--- config.mk ---
export PLATFORM = sky130hd
export DESIGN_NAME = uart_tx_arbiter
export DESIGN_NICKNAME = d
export VERILOG_FILES = /design/src/rtl/uart_tx_arbiter.sv
export SDC_FILE = /design/constraint.sdc
export NUM_CORES = 1
export LEC_CHECK = 0
export CAP_MARGIN = 20
export CORE_UTILIZATION = 44
export CTS_BUF_LIST = sky130_fd_sc_hd__clkbuf_16
export DETAILED_ROUTE_END_ITERATION = 6
export GPL_ROUTABILITY_DRIVEN = 0
export PLACE_DENSITY = 0.77
export SETUP_SLACK_MARGIN = 0.1
export SYNTH_ARGS = -nofsm -noshare
export SYNTH_HDL_FRONTEND = slang
export SYNTH_SLANG_ARGS = --single-unit
export TNS_END_PERCENT = 30
--- constraint.sdc ---
create_clock -name CLK -period 2.2 [get_ports CLK]
set_clock_uncertainty 0.05 [all_clocks]
set_input_delay 0.66 -clock CLK [delete_from_list [all_inputs] [get_ports CLK]]
set_output_delay 0.66 -clock CLK [all_outputs]
set_load 0.05 [all_outputs]
--- src/rtl/uart_tx_arbiter.sv ---
// Round-robin arbiter that feeds one byte at a time from NUM_REQ sources into a
// shared UART TX top, holding TX_DATA for the whole frame and watching for a missing busy.
module uart_tx_arbiter #(
  parameter int unsigned NUM_REQ   = 4,
  parameter int unsigned TIMEOUT_W = 12
) (
  input  logic                 CLK,
  input  logic                 RST,
  input  logic [NUM_REQ-1:0]   req_valid,
  input  logic [8*NUM_REQ-1:0] req_data,
  output logic [NUM_REQ-1:0]   req_ready,
  input  logic                 tx_busy,
  output logic                 transmit,
  output logic [7:0]           TX_DATA,
  output logic [2:0]           grant_id,
  output logic                 active,
  output logic                 tmo_err
);

  typedef enum logic [1:0] {
    IDLE,
    LAUNCH,
    FRAME
  } state_t;

  // Counter starts at 0 on accept; the LAUNCH cycle that would bring it to all-ones
  // is the last one, so LAUNCH lasts exactly 2**TIMEOUT_W-1 cycles.
  localparam logic [TIMEOUT_W-1:0] TMO_LAST = {{(TIMEOUT_W-1){1'b1}}, 1'b0};

  state_t               state;
  state_t               state_nxt;
  logic [2:0]           rr_ptr;
  logic [2:0]           winner;
  logic [NUM_REQ-1:0]   win_onehot;
  logic [7:0]           win_data;
  logic                 win_found;
  logic                 accept;
  logic                 tmo_hit;
  logic [TIMEOUT_W-1:0] tmo_cnt;

  // Rotating priority: first pass takes the lowest valid index above rr_ptr,
  // second pass wraps around to the lowest valid index overall.
  always_comb begin
    win_found  = 1'b0;
    winner     = '0;
    win_onehot = '0;
    win_data   = '0;
    for (int unsigned i = 0; i < NUM_REQ; i++) begin
      if (!win_found && req_valid[i] && (i > 32'(rr_ptr))) begin
        win_found     = 1'b1;
        winner        = 3'(i);
        win_onehot[i] = 1'b1;
        win_data      = req_data[8*i +: 8];
      end
    end
    for (int unsigned i = 0; i < NUM_REQ; i++) begin
      if (!win_found && req_valid[i]) begin
        win_found     = 1'b1;
        winner        = 3'(i);
        win_onehot[i] = 1'b1;
        win_data      = req_data[8*i +: 8];
      end
    end
  end

  assign tmo_hit = !tx_busy && (tmo_cnt == TMO_LAST);

  always_ff @(posedge CLK or negedge RST) begin
    if (!RST) state <= IDLE;
    else      state <= state_nxt;
  end

  always_comb begin
    state_nxt = state;
    unique case (state)
      IDLE:    if (accept) state_nxt = LAUNCH;
      LAUNCH: begin
        if (tx_busy)      state_nxt = FRAME;
        else if (tmo_hit) state_nxt = IDLE;
      end
      FRAME:   if (!tx_busy) state_nxt = IDLE;
      default: state_nxt = IDLE;
    endcase
  end

  // A busy transmitter seen while idle belongs to someone else; no grant until it clears.
  always_comb begin
    transmit  = (state == LAUNCH);
    req_ready = '0;
    accept    = 1'b0;
    if ((state == IDLE) && !tx_busy && win_found) begin
      req_ready = win_onehot;
      accept    = 1'b1;
    end
  end

  always_ff @(posedge CLK or negedge RST) begin
    if (!RST) begin
      TX_DATA  <= '0;
      grant_id <= '0;
      rr_ptr   <= 3'(NUM_REQ - 1);
      active   <= 1'b0;
      tmo_err  <= 1'b0;
      tmo_cnt  <= '0;
    end else begin
      tmo_err <= 1'b0;
      unique case (state)
        IDLE: begin
          if (accept) begin
            TX_DATA  <= win_data;
            grant_id <= winner;
            rr_ptr   <= winner;
            active   <= 1'b1;
            tmo_cnt  <= '0;
          end
        end
        LAUNCH: begin
          if (!tx_busy) begin
            if (tmo_hit) begin
              tmo_err <= 1'b1;
              active  <= 1'b0;
            end else begin
              tmo_cnt <= tmo_cnt + TIMEOUT_W'(1);
            end
          end
        end
        FRAME: begin
          if (!tx_busy) active <= 1'b0;
        end
        default: ;
      endcase
    end
  end

endmodule
==> metrics, run 1 <==
Max VDD drop=0.0006885 V; pre-CTS setup slack=-0.6226 ns; power density cells=between 1000 and 1500 nW/um2; Rows=24; Max Freq=between 400 and 500 MHz; Hold WC Path Type=reg -> reg; worst hold endpoint=grant_id[0]$_DFFE_PN0P_; clock-pin slew on the worst setup and hold paths=0.07 ns; width of the die=~70 um; total number of vias=2219; clk_lat worst skew=approximately 0.26 ns; layout cell share with drive strength beyond 1=0.3304; Setup crit start=rr_ptr[0]$_DFFE_PN1P_; count of cell types in the netlist=between 40 and 50; drt pass-1 iters=4; top cells by area, synth=dfrtp_1 32%, a21oi_1 7.2%, mux2_2 5.0%; final core occ=0.7363; Ant. Diodes=0; RSZ-0062 raised after global routing=true; Syn Area/Cell=8.211 um2; overall die height=69.90 um; initial antenna violation count=0; largest net degree at the start of global routing=29; # hold bufs at CTS=0; R2R Path Start=rr_ptr[0]$_DFFE_PN1P_; Core ar.=around 4400 um2; Avg WL per Cell=15.71 um; Mapped Area=about 2000 um2; initial core utilization=0.4626; Yosys reg bits=28; hold depth=1; YS warnings=0; # DRC=0; outcome=finished, violations left; global-route track usage on met1=0.3126; GR Layer Usage met3=0.04618; GRT Overall Usage=0.2501; FF-to-FF setup slack=0.16 ns; GR Util met2=0.4423; Via-to-Cell Ratio=~5.6; post-synthesis async set-or-reset flop share=1.000; Setup CP Type=reg -> out; Post-DP HPWL=between 4000 and 5000 um; Compound-Gate Fraction of Synth Area=0.2961; clock period minus worst slack=2.348 ns; fin. max-slew vios=0; GRT busiest layer=met2; critical path endpoint category=output port; Clock Path Buffers=2; worst endpoint required time=1.49 ns; H-tree levels=1; Pleak=between 1 and 1.5 nW; WP data arrival=1.64 ns; Post-Syn Nets=between 200 and 300; Synth top area share=0.3208; crit share post-route=1.067; largest family of logic cells by synthesized area=compound AO/OA/AOI/OAI gates; final hold viol count=0; adder-cell share of the synthesized area=0.03701; min-delay src=grant_id[0]$_DFFE_PN0P_; post-synthesis simple-gate area fraction=0.1937; TritonCTS buffer count=3; Mapped Cells=around 250; Area growth, synth to finish=59.16%; Seq/Total Area, Yosys=0.3467; setup ws final=-0.1483 ns; mux cell area share after synthesis=0.04997; nets=between 300 and 400; RR Endpoint=TX_DATA[2]$_DFFE_PN0P_; xor and xnor area share after synthesis=0; antenna viol nets, final=0; Setup violations, final=4; crit-path max FO=4; remaining global-route overflow=0; Post-synth EDFFs=0; worst reg2reg path depth=7; failing checks=setup timing; CTS tree=built; Post-Route WL=6190 um; Sink Count=28; post-synth top area cell=dfrtp_1; vias in the first global route=about 2200; Max Cap Viol=0; Setup crit start kind=flip-flop; # IOs=57; die area=4885 um2; root buffer cell=clkbuf_16; Main synth FF type=dfrtp_1; Port Buffers=55; Iter 0 DRT Violations=240; first-pass GRT wire length=roughly 10000 um
-- how the worst max path moves through the flow --
stage                              end  slack [ns]  cells past startpoint
after global placement    req_ready[3]       -0.56                      5
after floorplan           req_ready[0]       -0.19                      6
after CTS                 req_ready[0]       -0.13                      6
final                     req_ready[3]       -0.15                      5
after global routing      req_ready[3]       -0.22                      5
after detailed placement  req_ready[1]       -0.62                      5
-- cells by family (layout without fill, tap and decap cells) --
logic type,after synthesis,in the layout
buffers and inverters,37,132
other,1,1
AO/OA/AOI/OAI,92,92
flip-flops,28,28
adder cells (fa/ha/maj),6,6
multiplexers,9,9
AND/OR/NAND/NOR,74,74
-- state kept, by name, summed over array words and instances (netlist names) --
signal	flops
rr_ptr	2
TX_DATA	8
state	2
active	1
grant_id	2
tmo_cnt	12
tmo_err	1
-- cell type report --
cell class / instances / area [um2]
clock buffer: 3 / 75.07
tap: 52 / 65.06
inverter: 23 / 86.33
timing repair buffer: 105 / 977.2
clock inverter: 1 / 3.754
sequential: 28 / 704.4
fill: 300 / 1156
multi-input combinational: 182 / 1316
-- power breakdown --
group	total [W]	switching, W	leakage (nW)	internal (W)
combinational	0.00240	0.00132	1.00	0.00109
sequential	0.000818	0.000123	0.348	0.000695
clock	0.000423	0.000179	0.0385	0.000244
total	0.00364	0.00162	1.39	0.00203
-- Yosys cell counts, types with 5 or more instances --
master    number
a21oi_1       29
dfrtp_1       26
inv_1         23
nand2_1       22
o21ai_0       15
nor2_1        14
mux2_2         9
o31ai_1        9
o32ai_1        9
clkbuf_1       8
o221ai_1       8
o22ai_1        8
nand3_1        7
ha_1           6
nand4_1        5
-- cells in the final DEF (no fill, tap or decap), types with 7 or more instances in the layout --
cell type	synthesis	final
o32ai_1	9	9
nand2_1	22	20
o31ai_1	9	9
o21ai_0	15	12
a21oi_1	29	27
o22ai_1	8	8
buf_4	2	51
o221ai_1	8	8
clkdlybuf4s50_1	0	33
dfrtp_1	26	25
mux2_2	9	9
inv_1	23	20
buf_6	0	7
nor2_1	14	10
-- stage by stage --
| stage | setup TNS, ns | power (W) | hold WS, ns | cell area, um2 | std cells |
|---|---|---|---|---|---|
| 2_1_floorplan | -0.4592 | 0.002154 | 0.3144 | 2088 | 247 |
| 3_3_place_gp | -10.41 | 0.002937 | 0.4251 | 2947 | 377 |
| 3_5_place_dp | -12.03 | 0.002968 | 0.4313 | 2947 | 377 |
| 4_1_cts | -0.4901 | 0.003551 | 0.4473 | 3167 | 391 |
| 5_1_grt | -0.7274 | 0.003852 | 0.4681 | 3228 | 394 |
| 6_report | -0.5265 | 0.003645 | 0.4437 | 3228 | 394 |
-- timing repair --
| item | CTS | global route |
|---|---|---|
| setup buffers | 10 | 3 |
| resized for setup | 50 | 10 |
| endpoints found under the hold margin | 0 | 0 |
| pin swaps | 9 | 5 |
| endpoints found under the setup margin | 34 | 14 |
-- critical path, stage by stage (launching register included) --
cell     delay [ns]
dfstp_2        0.59
buf_6          0.12
nor2b_4        0.11
nand4_1        0.18
a21oi_4        0.22
buf_12         0.15
-- per-layer routing --
| layer | wire length, um | part of all wire |
|---|---|---|
| met4 | 27 | 0.0044 |
| met5 | 0 | 0 |
| met1 | 2696 | 0.44 |
| met2 | 3086 | 0.50 |
| met3 | 379 | 0.061 |
Note: power is estimated with default switching activity, not from simulation.
==> run 2: changes to the inputs <==
- CELL_PAD_IN_SITES_DETAIL_PLACEMENT: default -> 1
- CELL_PAD_IN_SITES_GLOBAL_PLACEMENT: default -> 1
- CORE_UTILIZATION: 44 -> 30
- PLACE_DENSITY: 0.77 -> default
- PLACE_DENSITY_LB_ADDON: default -> 0.1
==> run 2 against run 1 <==
Against the previous run: the flow finishes with violations (DRC, setup timing); final area rose by 0.70%; critical path depth grew 2; combinational power up 2%; power grew 4.7%; setup slack got worse by 0.050 ns; first-iteration DRC count decreased by 65%; global-route usage fell by 2.5 points; largest power group unchanged.
==> metrics, run 2 (same netlist as run 1, synthesis figures left out) <==
GRT Overall Usage=0.2247 (-0.02539); crit-path max FO=4 (unchanged); setup ws final=-0.1984 ns (-0.05012 ns); initial core utilization=0.3158 (-0.1468); Rows=29 (+21%); final setup TNS=-0.6342 ns (-0.1077 ns); WP data arrival=1.69 ns (+0.05 ns); width of the die=84.23 um (+21%); Pint=0.002131 W (+5.2%); Pleak=1.385 nW (-0.42%); WP buf/inv=3 (+1); CTS tree=built; total number of vias=2297 (+3.5%); FF-to-FF setup slack=0.16 ns (about the same); power density cells=1174 nW/um2 (+4.0%); Setup violations, final=4 (unchanged); clock power share=0.146 (+0.030); # hold bufs at CTS=0 (unchanged); final core occ=0.5061 (-0.2302); worst reg2reg path depth=7 (unchanged); Sink Count=28 (unchanged); # IOs=57 (unchanged); Max Freq=416.9 MHz (-2.1%); GRT busiest layer=met2; cells along the critical path=buf_2 > buf_4 > nor2b_1 > o21ai_1 > nand3_2 > nor2_4 > buf_8; Via-to-Cell Ratio=5.535 (-1.7%); initial antenna violation count=0 (unchanged); RSZ-0062 raised after global routing=true; hold depth=1 (unchanged); TritonCTS buffer count=3 (unchanged); sw power=0.001687 W (+4.2%); Core ar.=6422 um2 (+46%); min-delay src=grant_id[0]$_DFFE_PN0P_; Regs by FF count=tmo_cnt: 12 flops, TX_DATA: 8 flops; layout cell share with drive strength beyond 1=0.3284 (-0.002007); H-tree levels=1 (unchanged); Max VDD drop=0.0007162 V (+4.0%); nets=384 (-1.0%); Comb power frac=0.639 (-0.021); fin. max-slew vios=0 (unchanged); # DRC=8 (+8); fillers=741 (+150%); Post-Route WL=7547 um (+22%); Max Cap Viol=0 (unchanged); GR Util met2=0.3890 (-0.05334); Clock Path Buffers=2 (unchanged); pre-CTS setup slack=-0.7082 ns (-0.08554 ns); RR Endpoint=TX_DATA[6]$_DFFE_PN0P_; overall die height=84.23 um (+21%); Setup CP Type=in -> out; first-pass GRT wire length=12660 um (+27%); clock-pin slew on the worst setup and hold paths=0.07 ns (about the same); Port Buffers=55 (unchanged); outcome=finished, violations left; clk_lat worst skew=0.27 ns (about the same); Sequential Power Share=0.215 (-0.009); global-route track usage on met1=0.2939 (-0.01871); Hold WC Path Type=reg -> reg; remaining global-route overflow=0 (unchanged); crit share post-route=1.090 (+0.02278); max FFs per register=12 (unchanged); R2R Path Start=rr_ptr[0]$_DFFE_PN1P_; number of placed cells counting well taps=404 (+7.2%); commonest non-fill, non-tap cells in the layout=49 x buf_4, 33 x clkdlybuf4s50_1, 26 x dfrtp_1, 26 x a21oi_1; CP max stage delay=0.18 ns (-0.41 ns); Setup crit start kind=input port; drt pass-1 iters=6 (+2); antenna viol nets, final=0 (unchanged); GR Layer Usage met3=0.03147 (-0.01471); root buffer cell=clkbuf_16; clock period minus worst slack=2.398 ns (+0.05012 ns); Crit-path slowest cell=o21ai_1; worst hold endpoint=grant_id[0]$_DFFE_PN0P_; CP top delay family=buffers and inverters; critical path endpoint category=output port; Post-DP HPWL=5386 um (+28%); Area growth, synth to finish=60.27%; most common cell after layout, fill and taps aside=buf_4; die area=7094 um2 (+45%); final hold viol count=0 (unchanged); vias in the first global route=2524 (+13%); Iter 0 DRT Violations=85 (-65%); non-filler cells, final=415 (+5.3%); Ant. Diodes=0 (unchanged); largest net degree at the start of global routing=29 (unchanged); Sw Ratio=0.4418 (-0.002379); Avg WL per Cell=18.19 um (+16%); failing checks=DRC, setup timing; worst endpoint required time=1.49 ns (about the same); Largest Register=tmo_cnt
run 2: cell types whose count changed in the layout (fill, tap and decap cells not counted), moves of 2 or more:
cell / change
buf_12: -2
buf_4: -2
dlygate4sd2_1: -2
o21ai_2: -2
run 2: routing by layer:
metal  vias up  part of all wire
met5         -                 0
met4         0             0.011
met3         7             0.037
met2        43              0.49
met1      1149              0.46
li1       1098                 -
run 2: how the worst max path moves through the flow:
stage,from,end,slack (ns),depth (start not counted)
6_report,req_valid[3],req_ready[2],-0.20,7
5_1_grt,req_valid[3],req_ready[2],-0.24,7
4_1_cts,state[1]$_DFFE_PN0P_,req_ready[3],-0.17,5
3_5_place_dp,req_valid[2],req_ready[2],-0.71,5
3_3_place_gp,req_valid[2],req_ready[2],-0.60,5
2_1_floorplan,req_valid[1],req_ready[0],-0.19,6
run 2: cell type report:
| class | count | area (um2) | share of cell area |
|---|---|---|---|
| tap | 77 | 96.34 | 0.02964 |
| multi-input combinational | 182 | 1335 | 0.4107 |
| inverter | 23 | 86.33 | 0.02656 |
| clock buffer | 3 | 75.07 | 0.02309 |
| sequential | 28 | 703.2 | 0.2163 |
| timing repair buffer | 101 | 924.6 | 0.2844 |
| clock inverter | 1 | 30.03 | 0.009238 |
run 2: timing repair:
action                     in CTS  in global routing
setup endpoints to repair      33                 15
pin swaps                       8                 11
resized for setup              45                 13
buffers inserted                7                  0
run 2: metrics by stage:
stage / area (um2) / power (W) / hold slack (ns)
2_1_floorplan: 2088 / 0.002154 / 0.3144
3_3_place_gp: 2968 / 0.002996 / 0.4388
3_5_place_dp: 2968 / 0.003032 / 0.4366
4_1_cts: 3187 / 0.003768 / 0.4565
5_1_grt: 3251 / 0.004050 / 0.4721
6_report: 3251 / 0.003817 / 0.4500
run 2: power by group through the flow:
| stage | Combinational, W | Sequential, W | Clock [W] |
|---|---|---|---|
| CTS | 0.00238 | 0.000814 | 0.000578 |
| global placement | 0.00217 | 0.000829 | 0 |
| detailed placement | 0.00220 | 0.000833 | 0 |
| global route | 0.00261 | 0.000843 | 0.000597 |
| floorplan | 0.000996 | 0.00116 | 0 |
| finish | 0.00244 | 0.000821 | 0.000558 |
==> run 3: changes to the inputs <==
- CORE_UTILIZATION: 30 -> 32
- MAX_ROUTING_LAYER: default -> met4
==> run 3 against run 2 <==
Against the previous run: the flow finishes with violations (setup timing); final area increased by 1.0%; sequential share of layout area decreased by 0.21 points; first-iteration DRC count increased by 3.5%; maximum frequency increased by 0.41%; non-clock buffer count increased by 4; worst hold slack got worse by 0.0074 ns; setup slack improved by 0.0098 ns; sequential power decreased by 1%; highest routed layer unchanged.
==> metrics, run 3 (same netlist as run 1, synthesis figures left out) <==
initial core utilization=0.3366 (+0.02079); Setup CP Type=in -> out; overall die height=81.61 um (-3.1%); setup ws final=-0.1887 ns (+0.009760 ns); outcome=finished, violations left; worst reg2reg path depth=8 (+1); Core ar.=6026 um2 (-6.2%); critical path endpoint category=output port; commonest non-fill, non-tap cells in the layout=54 x buf_4, 33 x clkdlybuf4s50_1, 27 x a21oi_1; Sequential Area=703.2 um2 (unchanged); final core occ=0.5449 (+0.03871); sw power=0.001679 W (-0.46%); Sw Ratio=0.4413 (-0.0004966); clock power share=0.144 (-0.002); CTS tree=built; die area=6660 um2 (-6.1%); failing checks=setup timing; Post-DP HPWL=5183 um (-3.8%); Iter 0 DRT Violations=88 (+3.5%); Rows=28 (-3.4%); Clock Path Buffers=2 (unchanged); largest net degree at the start of global routing=29 (unchanged); first-pass GRT wire length=11340 um (-10%); GRT Overall Usage=0.2294 (+0.004723); Comb power frac=0.643 (+0.004); clk_lat worst skew=0.26 ns (about the same); Port Buffers=55 (unchanged); Avg WL per Cell=17.73 um (-2.5%); WP data arrival=1.68 ns (about the same); Post-Route WL=7394 um (-2.0%); Setup violations, final=4 (unchanged); Ant. Diodes=0 (unchanged); H-tree levels=1 (unchanged); width of the die=81.61 um (-3.1%); root buffer cell=clkbuf_16; final hold viol count=0 (unchanged); hold depth=1 (unchanged); Hold WC Path Type=reg -> reg; max FFs per register=12 (unchanged); Pleak=1.402 nW (+1.3%); # IOs=57 (unchanged); TritonCTS buffer count=3 (unchanged); worst endpoint required time=1.49 ns (about the same); clock period minus worst slack=2.389 ns (-0.009760 ns); Setup crit start kind=input port; # hold bufs at CTS=0 (unchanged); nets=388 (+1.0%); vias in the first global route=2418 (-4.2%); fillers=696 (-6.1%); pre-CTS setup slack=-0.6190 ns (+0.08913 ns); RSZ-0062 raised after global routing=true; initial antenna violation count=0 (unchanged); Sink Count=28 (unchanged); Regs by FF count=tmo_cnt: 12 flops, TX_DATA: 8 flops; drt pass-1 iters=4 (-2); remaining global-route overflow=0 (unchanged); # DRC=0 (-8); layout cell share with drive strength beyond 1=0.3509 (+0.02247); clock-pin slew on the worst setup and hold paths=0.07 ns (about the same); area of the multi-input gates=1338 um2 (+0.19%); Max Cap Viol=0 (unchanged); Area growth, synth to finish=61.88%; total number of vias=2313 (+0.70%); antenna viol nets, final=0 (unchanged); Largest Register=tmo_cnt; Sequential Power Share=0.213 (-0.002); most common cell after layout, fill and taps aside=buf_4; fin. max-slew vios=0 (unchanged); Max VDD drop=0.0005809 V (-19%); Pint=0.002125 W (-0.26%); crit share post-route=1.086 (-0.004436); Max Freq=418.6 MHz (+0.41%); crit-path max FO=5 (+1); Via-to-Cell Ratio=5.547 (+0.21%); power density cells=1159 nW/um2 (-1.3%)
==> run 3: worst max-delay path: stages <==
cell	delay [ns]
buf_4	0.13
buf_6	0.12
nor2b_2	0.16
o21ai_2	0.14
nand3_2	0.14
nor2_4	0.16
buf_6	0.17
==> run 3: layout make-up <==
class,instances,area share
Multi-Input combinational cell,182,0.4074
Timing Repair Buffer,105,0.2915
Sequential cell,28,0.2142
Tap cell,75,0.02858
Inverter,23,0.02630
Clock buffer,3,0.02287
Clock inverter,1,0.009146
==> run 3: routing by layer <==
metal  vias to the layer above  global-route usage  wire length, um
li1                       1109                   -                -
met1                      1139              0.2778             3312
met2                        59              0.4133             3711
met3                         6             0.02222              310
met4                         0             0.04561               60
met5                         -                   -                0
==> run 3: final timing paths <==
kind	startpoint	endpoint	slack, ns
worst max-delay path	req_valid[3]	req_ready[2]	-0.19
worst min-delay path	grant_id[0]$_DFFE_PN0P_	grant_id[0]$_DFFE_PN0P_	0.44
worst max register to register	rr_ptr[0]$_DFFE_PN1P_	TX_DATA[0]$_DFFE_PN0P_	0.06
worst min register to register	grant_id[0]$_DFFE_PN0P_	grant_id[0]$_DFFE_PN0P_	0.44
max in group asynchronous	RST	rr_ptr[1]$_DFFE_PN1P_	1.02
min in group asynchronous	RST	TX_DATA[1]$_DFFE_PN0P_	0.74
==> run 3: power by group through the flow <==
| stage | Sequential [W] | Clock, W | Combinational [W] |
|---|---|---|---|
| floorplan | 0.00116 | 0 | 0.000996 |
| global placement | 0.000806 | 0 | 0.00216 |
| detailed placement | 0.000813 | 0 | 0.00221 |
| CTS | 0.000809 | 0.000567 | 0.00235 |
| global route | 0.000831 | 0.000586 | 0.00263 |
| finish | 0.000810 | 0.000546 | 0.00245 |
==> run 3: metrics by stage <==
step | setup TNS [ns] | std cells | instance area [um2] | power (W) | hold WS [ns]
floorplan | -0.4592 | 247 | 2088 | 0.002154 | 0.3144
global placement | -10.41 | 403 | 2958 | 0.002964 | 0.4253
detailed placement | -11.87 | 403 | 2958 | 0.003027 | 0.4321
CTS | -0.5812 | 414 | 3179 | 0.003728 | 0.4492
global route | -0.9652 | 417 | 3283 | 0.004044 | 0.4531
finish | -0.6163 | 417 | 3283 | 0.003804 | 0.4426
==> run 3: repair_timing <==
action                                  CTS  global route
gates resized for setup                  43            17
endpoints found under the setup margin   33            13
buffers inserted                          7             3
pin swaps                                10            11
cloned                                    0             0
==> variant 1 (flow settings as in run 1) <==
Change the parameter `NUM_REQ` from 4 to 5.
--- a/src/rtl/uart_tx_arbiter.sv
+++ b/src/rtl/uart_tx_arbiter.sv
@@ -1,7 +1,7 @@
 // Round-robin arbiter that feeds one byte at a time from NUM_REQ sources into a
 // shared UART TX top, holding TX_DATA for the whole frame and watching for a missing busy.
 module uart_tx_arbiter #(
-  parameter int unsigned NUM_REQ   = 4,
+  parameter int unsigned NUM_REQ   = 5,
   parameter int unsigned TIMEOUT_W = 12
 ) (
   input  logic                 CLK,
Ports: changed (resized req_data, req_ready and req_valid); port bits go from 57 to 67. The function was not compared with the original's and may differ.
==> variant 1 against run 1 <==
  * The flow still finishes with violations (setup timing)
  * Design area rose by 26%
  * Global-route usage rose by 7.5 points
  * Wire length rose by 51%
  * Total power rose by 22%
  * Register-to-register slack got worse by 0.06 ns
  * Worst hold slack got worse by 0.0058 ns
  * Sequential cell count did not move
  * Setup slack got worse by 0.21 ns
  * Critical path depth rose by 1
  * Synthesized area rose by 17%
  * Final cell count rose by 27%
  * Utilization rose by 5.4 points
  * Non-clock buffer count rose by 42
  * Critical path type is now in2out
  * Critical endpoint is now req_ready[1]
  * Largest power group unchanged
==> variant 1: results (changes against run 1) <==
Outcome - finished, violations left (unchanged)
Failing checks - setup timing (unchanged)
Pin count of the biggest net entering global routing - 29 (unchanged)
Worst-path clk slew - 0.08 ns
Ratio of cells with drive above 1 in the final layout - 37.0% (was 33.0%)
Worst EP arrival - 1.85 ns (was 1.64 ns)
P_leak - 0.00174 uW (was 0.00139 uW)
Initial antenna violation count - 0 (unchanged)
Layout fillers - 359 (was 300)
Synth top cells by count - nor2_1, dfrtp_1, o21ai_0 (was a21oi_1, dfrtp_1, inv_1)
IR drop worst, VDD - 0.803 mV (was 0.689 mV)
Number of synthesized flops with an enable pin - 0 (unchanged)
Vias in the first global route - 2934 (was 2226)
Fin nets - 485 (was 388)
Post-layout worst setup margin - -0.358 ns (was -0.148 ns)
Non-Filler Instances - 500 (was 394)
First-pass GRT wire length - 13.9 mm (was 9.96 mm)
Slowest-stage cell, CP - or4_4 (was dfstp_2)
Maximum fanout along the worst path - 4 (unchanged)
Vias per cell - 6.20 (was 5.63)
Worst skew pair latency - 0.27 ns
Clk buf depth - 2 (unchanged)
Final setup vio count - 5 (was 4)
GRT Util Overall - 32.5% (was 25.0%)
Switch share - 47.6% (was 44.4%)
Input/output buffers - 66 (was 55)
DR WL/cell - 18.7 um (was 15.7 um)
Pre-antenna DRT Iters - 5 (was 4)
Main area contributors after synthesis - dfrtp_1, o21ai_0, nor2_1 (was dfrtp_1, a21oi_1, mux2_2)
Slowest stage delay, CP - 0.55 ns (was 0.59 ns)
Hold Path Class - reg2reg (unchanged)
Placed cells - 486 (was 377)
Syn_nets - 350 (was 292)
Library cells used by synthesis - 57 (was 45)
Mean post-synth cell area - 8.01 um2 (was 8.21 um2)
Ys async rst share - 100% (unchanged)
Number of DRC markers in iteration 0 - 191 (was 240)
Dpl hpwl - 6.76 mm (was 4.20 mm)
Finished Core Util - 79.0% (was 73.6%)
Top Registers - tmo_cnt x12, TX_DATA x8, grant_id x3 (was tmo_cnt x12, TX_DATA x8)
Seq/Total Area, Yosys - 29.6% (was 34.7%)
Pre-CTS WS - -0.870 ns (was -0.623 ns)
DP Area - 3710 um2 (was 2950 um2)
variant 1: cell count changes after synthesis, sizes merged, moves of 6 or more:
cell / run 1 / this run
nor3: 1 / 9
mux2: 9 / 1
a221oi: 0 / 8
a21oi: 29 / 17
o21ai: 15 / 23
nor2b: 2 / 8
inv: 23 / 15
a32oi: 0 / 7
nor2: 15 / 30
o32ai: 9 / 0
o221ai: 8 / 1
variant 1: cell type report:
cell class	instances	area share (%)
clock inverters	1	0.0924
multi-input cells	236	44.3
well taps	70	2.16
inverters	15	1.39
flip-flops and latches	28	17.3
repair buffers	147	33.0
clock buffers	3	1.85
variant 1: kinds of logic (layout without fill, tap and decap cells):
family,count (synthesis),count (layout),share of synthesized area (%)
adders and majority gates,6,6,3.17
and+or+nand+nor,118,118,26.8
muxes,2,2,0.898
DFF,28,28,29.6
buffers and inverters,32,166,6.18
AOI/OAI and AO/OA,110,110,33.4
variant 1: per-layer routing:
layer	vias up	track usage [%]	share of wire [%]
li1	1405	-	-
met1	1477	40.8	39
met2	185	56.8	49
met3	35	3.44	7.5
met4	0	13.6	3.8
met5	-	0	0
variant 1: metrics by stage:
stage	TNS, ns	total power (uW)
finish	-1.73	4430
global route	-1.85	4660
CTS	-1.66	4290
detailed placement	-20.70	3730
global placement	-20.39	3670
floorplan	-1.65	2600
variant 1: worst max-delay path, delay by kind of cell:
kind | cells | cell delay, ns
buf+inv | 3 | 0.41
compound gates | 1 | 0.19
simple gates | 2 | 0.58
variant 1: repair_timing:
| action | CTS | global route |
|---|---|---|
| buffers inserted | 8 | 3 |
| pin swaps | 19 | 9 |
| resized for setup | 62 | 21 |
| hold endpoints to repair | 0 | 0 |
| setup endpoints to repair | 34 | 25 |
variant 1: path summary, 6_finish.rpt:
kind	from	to	slack (ns)	depth (start not counted)
setup / recovery	req_valid[0]	req_ready[1]	-0.36	6
hold / removal	tmo_cnt[10]$_DFFE_PN0P_	tmo_cnt[10]$_DFFE_PN0P_	0.44	1
max in group asynchronous	RST	rr_ptr[2]$_DFFE_PN1P_	1.05	2
min in group asynchronous	RST	tmo_cnt[11]$_DFFE_PN0P_	0.73	2
setup reg to reg	state[1]$_DFFE_PN0P_	TX_DATA[0]$_DFFE_PN0P_	0.10	9
hold reg to reg	tmo_cnt[10]$_DFFE_PN0P_	tmo_cnt[10]$_DFFE_PN0P_	0.44	1
variant 1: power groups by stage:
stage / clock network [uW] / logic (uW) / registers [uW]
after global routing: 456 / 3350 / 853
after global placement: 0 / 2840 / 830
after detailed placement: 0 / 2900 / 830
after CTS: 426 / 3040 / 826
final: 431 / 3170 / 838
after floorplan: 0 / 1480 / 1120
==> variant 2 (settings of run 1) <==
Without the edit above. Encoding of `state_t`: now one-hot (3 bits for 3 states).
--- a/src/rtl/uart_tx_arbiter.sv
+++ b/src/rtl/uart_tx_arbiter.sv
@@ -17,10 +17,10 @@
   output logic                 tmo_err
 );
 
-  typedef enum logic [1:0] {
-    IDLE,
-    LAUNCH,
-    FRAME
+  typedef enum logic [2:0] {
+    IDLE   = 3'b001,
+    LAUNCH = 3'b010,
+    FRAME  = 3'b100
   } state_t;
 
   // Counter starts at 0 on accept; the LAUNCH cycle that would bring it to all-ones
Formal check against the unedited RTL: no difference found for any inputs over 10 cycles, from zero or initial values and one cycle with RST low; not proved beyond that.
==> variant 2 against run 1 <==
  * The run still ends with setup timing left
  * Critical path type is now in2out
  * Synthesized area is 12% higher
  * Die area grew 11%
  * Critical endpoint unchanged
  * Via count is 18% higher
  * Largest power group unchanged
  * First-iteration DRC count increased by 30%
  * Sequential cell count up 1
  * Wire length is 23% higher
  * Total power grew 5.1%
  * Design area is 8.8% higher
  * Setup slack got worse by 0.13 ns
==> variant 2: results (changes against run 1) <==
Outcome - finished, violations left (unchanged)
Failing checks - setup timing (unchanged)
Dpl hpwl - 5.13 mm (was 4.20 mm)
Seq/Total Area, Yosys - 32.2% (was 34.7%)
Mux cell area share after synthesis - 0.441% (was 5.00%)
Number of DRC markers in iteration 0 - 313 (was 240)
Synth top cells by count - nor2_1, dfrtp_1, a31oi_1 (was a21oi_1, dfrtp_1, inv_1)
Slowest stage delay, CP - 0.56 ns (was 0.59 ns)
WHS - 0.432 ns (was 0.444 ns)
Worst r2r path cells - 6 (was 7)
DP Area - 3240 um2 (was 2950 um2)
Main area contributors after synthesis - dfrtp_1, a221oi_2, nor2_1 (was dfrtp_1, a21oi_1, mux2_2)
CTS HTree Levels - 2 (was 1)
Syn_nets - 304 (was 292)
Library cells used by synthesis - 61 (was 45)
Placed cells - 413 (was 377)
Slowest-stage cell, CP - or4_4 (was dfstp_2)
First-pass GRT wire length - 12.0 mm (was 9.96 mm)
Top Family by Delay on Critical Path - simple AND/OR/NAND/NOR gates (was flip-flops)
Post-layout worst setup margin - -0.278 ns (was -0.148 ns)
Pre-antenna DRT Iters - 5 (was 4)
Final setup vio count - 5 (was 4)
Pin count of the biggest net entering global routing - 30 (was 29)
Fin nets - 401 (was 388)
Non-Filler Instances - 428 (was 394)
variant 2: cell types whose count changed after synthesis, moves of 12 or more:
cell / before / now
nor2_1: 14 / 31
o21ai_0: 15 / 1
nand2_1: 22 / 8
a31oi_1: 3 / 15
a21oi_1: 29 / 14
variant 2: area by class of cell:
| class | count | area [um2] |
|---|---|---|
| inverters | 15 | 56.3 |
| well taps | 67 | 83.8 |
| repair buffers | 110 | 1020 |
| multi-input cells | 199 | 1490 |
| flip-flops and latches | 29 | 729 |
| clock buffers | 5 | 125 |
| clock inverters | 3 | 11.3 |
| fillers | 354 | 1340 |
variant 2: report_power, final:
part | internal (uW) | switching (uW)
combinational | 1030 | 1350
clock | 406 | 233
sequential | 700 | 115
total | 2130 | 1700
variant 2: repair_timing:
item | CTS | global route
hold endpoints to repair | 0 | 0
setup endpoints to repair | 30 | 5
pin swaps | 8 | 1
gates resized for setup | 44 | 0
buffers inserted | 7 | 0
